===== src/rtl/fifo_write_port_if.sv =====
// Producer-side valid/ready handshake into the FIFO write port.
interface fifo_write_port_if #(
  parameter int unsigned DATA_WIDTH = 8
);

  logic                  w_valid_in;
  logic [DATA_WIDTH-1:0] w_data_in;
  logic                  w_ready_out;

  // Producer drives valid/data and observes ready.
  modport master (
    output w_valid_in,
    output w_data_in,
    input  w_ready_out
  );

  // The write port consumes valid/data and publishes ready.
  modport slave (
    input  w_valid_in,
    input  w_data_in,
    output w_ready_out
  );

endinterface : fifo_write_port_if


===== src/rtl/fifo_write_port.sv =====
// Write-domain half of the asynchronous CDC FIFO: accepts producer words,
// drives the dual-clock memory write port, keeps binary/Gray write pointers,
// synchronises the read Gray pointer and derives full/level/overflow.
module fifo_write_port #(
  parameter int unsigned ADDR_WIDTH         = 3,
  parameter int unsigned DATA_WIDTH         = 8,
  parameter int unsigned SYNC_STAGES        = 2,
  parameter int unsigned ALMOST_FULL_THRESH = 6
) (
  input  logic                  w_clk_in,
  input  logic                  w_reset_in,
  fifo_write_port_if.slave      wr_if,
  input  logic [ADDR_WIDTH:0]   r_ptr_gray_in,
  input  logic                  clear_overflow_in,
  output logic                  mem_we_out,
  output logic [ADDR_WIDTH-1:0] mem_addr_out,
  output logic [DATA_WIDTH-1:0] mem_data_out,
  output logic [ADDR_WIDTH-1:0] w_ptr_out,
  output logic [ADDR_WIDTH:0]   w_ptr_gray_out,
  output logic                  full_out,
  output logic                  almost_full_out,
  output logic [ADDR_WIDTH:0]   level_out,
  output logic                  overflow_out
);

  localparam int unsigned PTR_W = ADDR_WIDTH + 1;

  // Elaboration-time parameter sanity checks.
  generate
    if (ADDR_WIDTH < 2) begin : g_bad_addr_width
      $error("fifo_write_port: ADDR_WIDTH must be >= 2");
    end
    if (SYNC_STAGES < 2) begin : g_bad_sync_stages
      $error("fifo_write_port: SYNC_STAGES must be >= 2");
    end
    if ((ALMOST_FULL_THRESH < 1) || (ALMOST_FULL_THRESH > (1 << ADDR_WIDTH))) begin : g_bad_thresh
      $error("fifo_write_port: ALMOST_FULL_THRESH out of range");
    end
  endgenerate

  logic [PTR_W-1:0] w_bin;
  logic [PTR_W-1:0] w_gray;
  logic [PTR_W-1:0] next_bin;
  logic [PTR_W-1:0] next_gray;
  logic [PTR_W-1:0] sync_q [SYNC_STAGES];
  logic [PTR_W-1:0] rq_gray;
  logic [PTR_W-1:0] rq_bin;
  logic [PTR_W-1:0] full_pattern;
  logic             overflow;
  logic             accept;
  logic             overflow_set;

  // Synchronised read pointer is the last stage of the chain.
  assign rq_gray = sync_q[SYNC_STAGES-1];

  // Gray-to-binary decode: each binary bit is the XOR of all Gray bits at and above it.
  always_comb begin
    rq_bin = '0;
    for (int i = 0; i < int'(PTR_W); i++) begin
      rq_bin[i] = ^(rq_gray >> i);
    end
  end

  // Full when the write pointer has lapped the synchronised read pointer once.
  always_comb begin
    full_pattern = {~rq_gray[ADDR_WIDTH -: 2], rq_gray[ADDR_WIDTH-2:0]};
    full_out     = (w_gray == full_pattern);
  end

  // Occupancy and almost-full, pessimistic because rq_bin lags the reader.
  always_comb begin
    level_out       = w_bin - rq_bin;
    almost_full_out = (level_out >= PTR_W'(ALMOST_FULL_THRESH));
  end

  // Handshake decode; reset suppresses any write in flight.
  always_comb begin
    accept       = wr_if.w_valid_in & ~full_out & ~w_reset_in;
    overflow_set = wr_if.w_valid_in & full_out;
    next_bin     = w_bin + PTR_W'(1);
    next_gray    = next_bin ^ (next_bin >> 1);
  end

  // Memory write port is driven straight from the handshake and pointer.
  always_comb begin
    mem_we_out        = accept;
    mem_addr_out      = w_bin[ADDR_WIDTH-1:0];
    mem_data_out      = wr_if.w_data_in;
    wr_if.w_ready_out = ~full_out;
  end

  // Pointer outputs come directly from the pointer registers.
  always_comb begin
    w_ptr_out      = w_bin[ADDR_WIDTH-1:0];
    w_ptr_gray_out = w_gray;
    overflow_out   = overflow;
  end

  // Binary and Gray write pointers advance together on each accepted word.
  always_ff @(posedge w_clk_in or posedge w_reset_in) begin
    if (w_reset_in) begin
      w_bin  <= '0;
      w_gray <= '0;
    end else if (accept) begin
      w_bin  <= next_bin;
      w_gray <= next_gray;
    end
  end

  // Multi-flop synchroniser bringing the read Gray pointer into this domain.
  always_ff @(posedge w_clk_in or posedge w_reset_in) begin
    if (w_reset_in) begin
      for (int i = 0; i < int'(SYNC_STAGES); i++) begin
        sync_q[i] <= '0;
      end
    end else begin
      sync_q[0] <= r_ptr_gray_in;
      for (int i = 1; i < int'(SYNC_STAGES); i++) begin
        sync_q[i] <= sync_q[i-1];
      end
    end
  end

  // Sticky overflow; a fresh overflow beats a same-cycle clear.
  always_ff @(posedge w_clk_in or posedge w_reset_in) begin
    if (w_reset_in) begin
      overflow <= 1'b0;
    end else if (overflow_set) begin
      overflow <= 1'b1;
    end else if (clear_overflow_in) begin
      overflow <= 1'b0;
    end
  end

endmodule : fifo_write_port


===== src/flat_wrapper.sv =====
// flat-port wrapper written by rule: the top's interface ports become plain ports
module fifo_write_port_flat 
#(
  parameter int unsigned ADDR_WIDTH         = 3,
  parameter int unsigned DATA_WIDTH         = 8,
  parameter int unsigned SYNC_STAGES        = 2,
  parameter int unsigned ALMOST_FULL_THRESH = 6
)
  (w_clk_in, w_reset_in, r_ptr_gray_in, clear_overflow_in, mem_we_out, mem_addr_out, mem_data_out, w_ptr_out, w_ptr_gray_out, full_out, almost_full_out, level_out, overflow_out, wr_if_w_valid_in, wr_if_w_data_in, wr_if_w_ready_out);
  fifo_write_port_if #(.DATA_WIDTH(DATA_WIDTH)) wr_if_i ();
  input  logic w_clk_in;
  input  logic w_reset_in;
  input  logic [ADDR_WIDTH:0] r_ptr_gray_in;
  input  logic clear_overflow_in;
  output logic mem_we_out;
  output logic [ADDR_WIDTH-1:0] mem_addr_out;
  output logic [DATA_WIDTH-1:0] mem_data_out;
  output logic [ADDR_WIDTH-1:0] w_ptr_out;
  output logic [ADDR_WIDTH:0] w_ptr_gray_out;
  output logic full_out;
  output logic almost_full_out;
  output logic [ADDR_WIDTH:0] level_out;
  output logic overflow_out;
  input wire logic [$bits(wr_if_i.w_valid_in)-1:0] wr_if_w_valid_in;
  input wire logic [$bits(wr_if_i.w_data_in)-1:0] wr_if_w_data_in;
  output wire logic [$bits(wr_if_i.w_ready_out)-1:0] wr_if_w_ready_out;
  assign wr_if_i.w_valid_in = wr_if_w_valid_in;
  assign wr_if_i.w_data_in = wr_if_w_data_in;
  assign wr_if_w_ready_out = wr_if_i.w_ready_out;
  fifo_write_port #(.ADDR_WIDTH(ADDR_WIDTH), .DATA_WIDTH(DATA_WIDTH), .SYNC_STAGES(SYNC_STAGES), .ALMOST_FULL_THRESH(ALMOST_FULL_THRESH)) u_core (.w_clk_in(w_clk_in), .w_reset_in(w_reset_in), .wr_if(wr_if_i), .r_ptr_gray_in(r_ptr_gray_in), .clear_overflow_in(clear_overflow_in), .mem_we_out(mem_we_out), .mem_addr_out(mem_addr_out), .mem_data_out(mem_data_out), .w_ptr_out(w_ptr_out), .w_ptr_gray_out(w_ptr_gray_out), .full_out(full_out), .almost_full_out(almost_full_out), .level_out(level_out), .overflow_out(overflow_out));
endmodule

===== config.mk =====
export PLATFORM = sky130hd
export DESIGN_NAME = fifo_write_port_flat
export DESIGN_NICKNAME = d
export VERILOG_FILES = /design/src/rtl/fifo_write_port_if.sv /design/src/rtl/fifo_write_port.sv /design/src/flat_wrapper.sv
export SDC_FILE = /design/constraint.sdc
export NUM_CORES = 1
export LEC_CHECK = 0
export CORE_MARGIN = 3
export CORE_UTILIZATION = 35
export DETAILED_ROUTE_END_ITERATION = 16
export PLACE_DENSITY_LB_ADDON = 0.08
export SLEW_MARGIN = 15
export SYNTH_ARGS = -nofsm -noshare
export SYNTH_HDL_FRONTEND = slang
export SYNTH_SLANG_ARGS = --single-unit

===== constraint.sdc =====
create_clock -name w_clk_in -period 2.15 [get_ports w_clk_in]
set_input_delay 0.43 -clock w_clk_in [delete_from_list [all_inputs] [get_ports w_clk_in]]
set_output_delay 0.43 -clock w_clk_in [all_outputs]
set_load 0.05 [all_outputs]

Word-level counts from Yosys, hierarchy flattened
Index checks and enable logic that the tools add are counted.
- $add $sub $neg: 2
- multipliers: 0
- div/mod/pow operators: 0
- magnitude comparators: 1
- equal/unequal tests: 1
- shift operators: 0
- muxes and demuxes: 2
- bitwise operators: 7
- reductions and logical operators: 5
- operators by type and width (cell ; number):
    4-bit parity ; 4
    4-bit by 1-bit adder with 4-bit output, second input constant ; 1
    4-bit equality test ; 1
    4-bit by 3-bit greater-or-equal comparator with 1-bit output, second input constant ; 1
    4-bit subtractor ; 1
    4-bit by 3-bit XOR with 4-bit output ; 1
    1-bit bitwise AND ; 3
    1-bit two-way mux ; 2
    1-bit inverter ; 2
    2-bit inverter ; 1
    2-bit nonzero test ; 1
- flip-flop bits (word level): 17
- latch bits: 0
- memory bits (writable): 0
- ROM bits: 0
- input port bits: 16
- output and inout bits: 27
- memories kept: 0

Depth between registers and ports, before layout
- depth in word-level cells: 5
- mapped depth: 9
- gate-level depth less buffers: 9

Worst setup path before layout
No wires, ideal clock.
- kind: reg-to-output
- start: reg u_core.sync_q, in the netlist u_core.rq_gray[3]
- end: out almost_full_out
- arrival: 3.129 ns
- path slack: -1.409 ns
- cell stages (with the launch flop): 10
- path buffers: 0
- cells stage by stage: dfrtp_1 -> xnor2_1 -> xor2_1 -> xnor2_1 -> ha_1 -> inv_1 -> fa_1 -> xor2_1 -> nand2_1 -> o21ai_0
- cells in the longest elaborated chain, start to end: 3
- ends and longest elaborated chain (what ; RTL line ; text):
    start: declaration ; fifo_write_port.sv:45 ; logic [PTR_W-1:0] sync_q [SYNC_STAGES];
    start signal: indexed assignment ; fifo_write_port.sv:119 ; sync_q[i] <= sync_q[i-1];
    4-bit parity ; fifo_write_port.sv:60 ; rq_bin[i] = ^(rq_gray >> i);
    4-bit subtractor * ; fifo_write_port.sv:72 ; level_out = w_bin - rq_bin;
    named net level_out[2] ; flat_wrapper.sv:22 ; output logic [ADDR_WIDTH:0] level_out;
    4-bit by 3-bit greater-or-equal comparator with 1-bit output * ; fifo_write_port.sv:73 ; almost_full_out = (level_out >= PTR_W'(ALMOST_FULL_THRESH));
    end: declaration ; flat_wrapper.sv:21 ; output logic almost_full_out;
The timed path passes the listed nets; every way through them passes the cells marked *.

Worst setup path in the final report
- start: reg u_core.sync_q, in the netlist u_core.rq_gray[2]
- end: out almost_full_out
- cells in the longest elaborated chain, start to end: 3
- ends and longest elaborated chain (what ; RTL line):
    4-bit parity ; fifo_write_port.sv:60
    4-bit subtractor * ; fifo_write_port.sv:72
    4-bit by 3-bit greater-or-equal comparator with 1-bit output * ; fifo_write_port.sv:73
Mark *: on every way between the ends. The rest lies on a longest branch, timed or not.

==> out/qor.csv <==
stage,metric,value,unit
global_route,vias in the first global route,626,
min_path,hold_sp,u_core.sync_q[4]$_DFF_PP0_,
clock_tree,CTS Buf Count,3,
synthesis,multiplexer area fraction after synthesis,5.13,%
synthesis,largest family of logic cells by synthesized area,XOR/XNOR gates,
global_route,total global routing overflow,0,
finish,# fillers,186,
setup_path,CP Data Required Time,1.72,ns
global_route,met3 Usage GRT,4.41,%
drt,final WL,1750,um
drt,routed wire length per instance,13.2,um
drt,post-route ant nets,0,
synthesis,syn_area_per_cell,11.7,um^2
global_route,global-route wire length before repair,2860,um
timing,Slew Limit Fails,0,
setup_path,"Arr. time, crit path",2.41,ns
global_route,pin count of the biggest net entering global routing,17,
flow_run,max_cap viols,0,
drt,vias per cell,4.59,
timing,Finish-stage setup viols,5,
setup_path,largest fanout on the critical path,2,
finish,Layout Utilization,60.9,%
clock_tree,CTS HTree Levels,1,
global_route,grt met2 use,20.4,%
setup_path,CP endpoint kind,output pin,
global_route,GR peak layer,met2,
drt,Iter 0 DRT Violations,0,
timing,Slew @ Worst Pin,0.612,ns
synthesis,post-synthesis sequential area ratio,45.6,%
drt,Initial DRT Pass Iterations,1,
die,# IOs,43,
synthesis,Seq cells post-synth,16,
clock_tree,CTS tree,built,
finish,Layout Nets,127,
timing,skew final,0.0150,ns
synthesis,Post-Synth Adder-Cell Area,7.98,%
timing,final hold vios,0,
synthesis,Mapped Cells,75,
setup_path,Critical Path Start Type,flop,
clock_tree,clock buffer depth,2,
synthesis,syn nets,96,
synthesis,XOR/XNOR Fraction of Synth Area,16.8,%
finish,fraction of layout cells with a size suffix above 1,46.7,%
clock_tree,clk sinks,16,
run_status,status,"complete, but fails checks",
setup_path,crit path kind,reg -> out,
finish,design area,1400,um^2
timing,Period minus WS final,2.84,ns
placed_design,GPL Wtd Cong,0.689,
clock_tree,Skew-Pair Late Insertion Delay,0.29,ns
synthesis,Netlist cell types,19,
die,die width,56.1,um
global_route,GRT Resource Usage Total,11.9,%
finish,Layout area overhead,59.3,%
clock_tree,clock slew at reported path FFs,0.10,ns
die,Initial Util,38.2,%
timing,RSZ-0062 raised after global routing,true,
die,total die area,3150,um^2
finish,"commonest cells after routing, fill and taps aside","clkdlybuf4s50_1 (15), dfrtp_1 (15), buf_4 (13), xnor2_1 (10), buf_12 (8)",
min_path,min-delay worst type,reg -> reg,
timing,fmax,0.353,GHz
timing,Tcrit/Tclk final,132,%
drt,remaining routing DRC violations,0,
global_route,GR Util met1,13.3,%
clock_tree,Root Buffer,clkbuf_4,
die,core area,2300,um^2
placed_design,area post-placement,1310,um^2
synthesis,Netlist Area Pre-Place,878,um^2
drt,DR vias,610,
timing,worst setup margin,-0.686,ns
placed_design,Post-Place Setup Slack,-0.353,ns
placed_design,PortBufs,26,
synthesis,Ys Warns,0,
setup_path,Setup crit start,u_core.rq_gray[2]$_DFF_PP0_,
die,Die Ht,56.1,um
timing,worst rel slew slack,59.2,%
die,row count,17,
synthesis,Compound-Gate Fraction of Synth Area,5.41,%
finish,diodes inserted,0,
global_route,initial antenna violation count,0,
synthesis,Post-Synth Simple-Gate Area,6.70,%
run_status,failing checks,negative setup slack,
placed_design,HPWL after DPL,1340,um
setup_path,worst reg2reg startpoint,u_core.rq_gray[3]$_DFF_PP0_,
==> cells in the mapped netlist (all sizes together) <==
cell type  instances  area (um^2)
buf               11         82.6
ha                 4         50.1
nand2b             1         6.26
nor2b              1         6.26
inv                7         26.3
a41oi              1         27.5
and3               1         7.51
a21oi              1         5.00
and4               1         10.0
o21ai              3         15.0
nand2              5         18.8
mux2               4         45.0
nor2               1         3.75
xor2               5         51.3
fa                 1         20.0
xnor2             11         96.3
nand4              1         6.26
dfrtp             16          400
==> worst max-delay path, stage by stage (launching register included) <==
cell and delay [ns]:
dfrtp_1 0.43, xnor2_2 0.25, xor2_2 0.19, xnor2_1 0.15, ha_2 0.23, inv_2 0.04
fa_2 0.37, xor2_4 0.17, nand2_2 0.08, o21ai_4 0.06, buf_12 0.15
==> state kept, by name, summed over array words and instances (netlist names) <==
signal                 count
u_core.rq_gray             4
u_core.sync_q              4
u_core.w_ptr_gray_out      4
u_core.w_bin               3
u_core.overflow_out        1
==> repair_timing <==
action	CTS	global route
resized for setup	6	6
pin swaps	7	7
hold buffers	0	0
hold endpoints to repair	0	0
buffers inserted	1	1
setup endpoints to repair	6	6
==> kinds of logic (layout without fill, tap and decap cells) <==
logic type                 after synthesis  after routing
xor gates and xnor gates                16             16
buffers and inverters                   18             48
DFF                                     16             16
AOI/OAI and AO/OA                        5              5
adders and majority gates                5              5
muxes                                    4              4
and+or+nand+nor                         11             11
==> metrics by stage <==
| stage | cells | hold WS [ns] | TNS (ns) |
|---|---|---|---|
| floorplan | 75 | 0.331 | -1.13 |
| global placement | 128 | 0.334 | -1.01 |
| detailed placement | 128 | 0.336 | -1.18 |
| CTS | 133 | 0.343 | -2.50 |
| global route | 133 | 0.359 | -3.22 |
| finish | 133 | 0.336 | -2.69 |
==> metal layers <==
layer	share of wire, %	wire length (um)	up-vias
li1	-	-	288
met1	38	667	292
met2	53	927	16
met3	5.8	102	14
met4	2.9	51	0
met5	0	0	-
==> worst paths after layout <==
kind                            cells past startpoint                              endpoint  slack (ns)
worst max-delay path                               10                       almost_full_out       -0.69
worst min-delay path                                0           u_core.rq_gray[0]$_DFF_PP0_        0.34
worst max register to register                      5  u_core.w_ptr_gray_out[1]$_DFFE_PP0P_        0.43
worst min register to register                      0           u_core.rq_gray[0]$_DFF_PP0_        0.34
max in group asynchronous                           2  u_core.w_ptr_gray_out[3]$_DFFE_PP0P_        1.20
min in group asynchronous                           2       u_core.overflow_out$_DFFE_PP0P_        0.52
==> layout make-up <==
type | count | area [um^2] | share of cell area, %
Inverter | 7 | 26.3 | 1.88
Tap cell | 28 | 35.0 | 2.50
Timing Repair Buffer | 37 | 417 | 29.8
Sequential cell | 16 | 402 | 28.7
Clock buffer | 4 | 36.3 | 2.59
Multi-Input combinational cell | 41 | 483 | 34.5
Power is left out: the tool's default activity adds up to more than one toggle a clock period on the data nets, which glitch-free logic cannot reach.
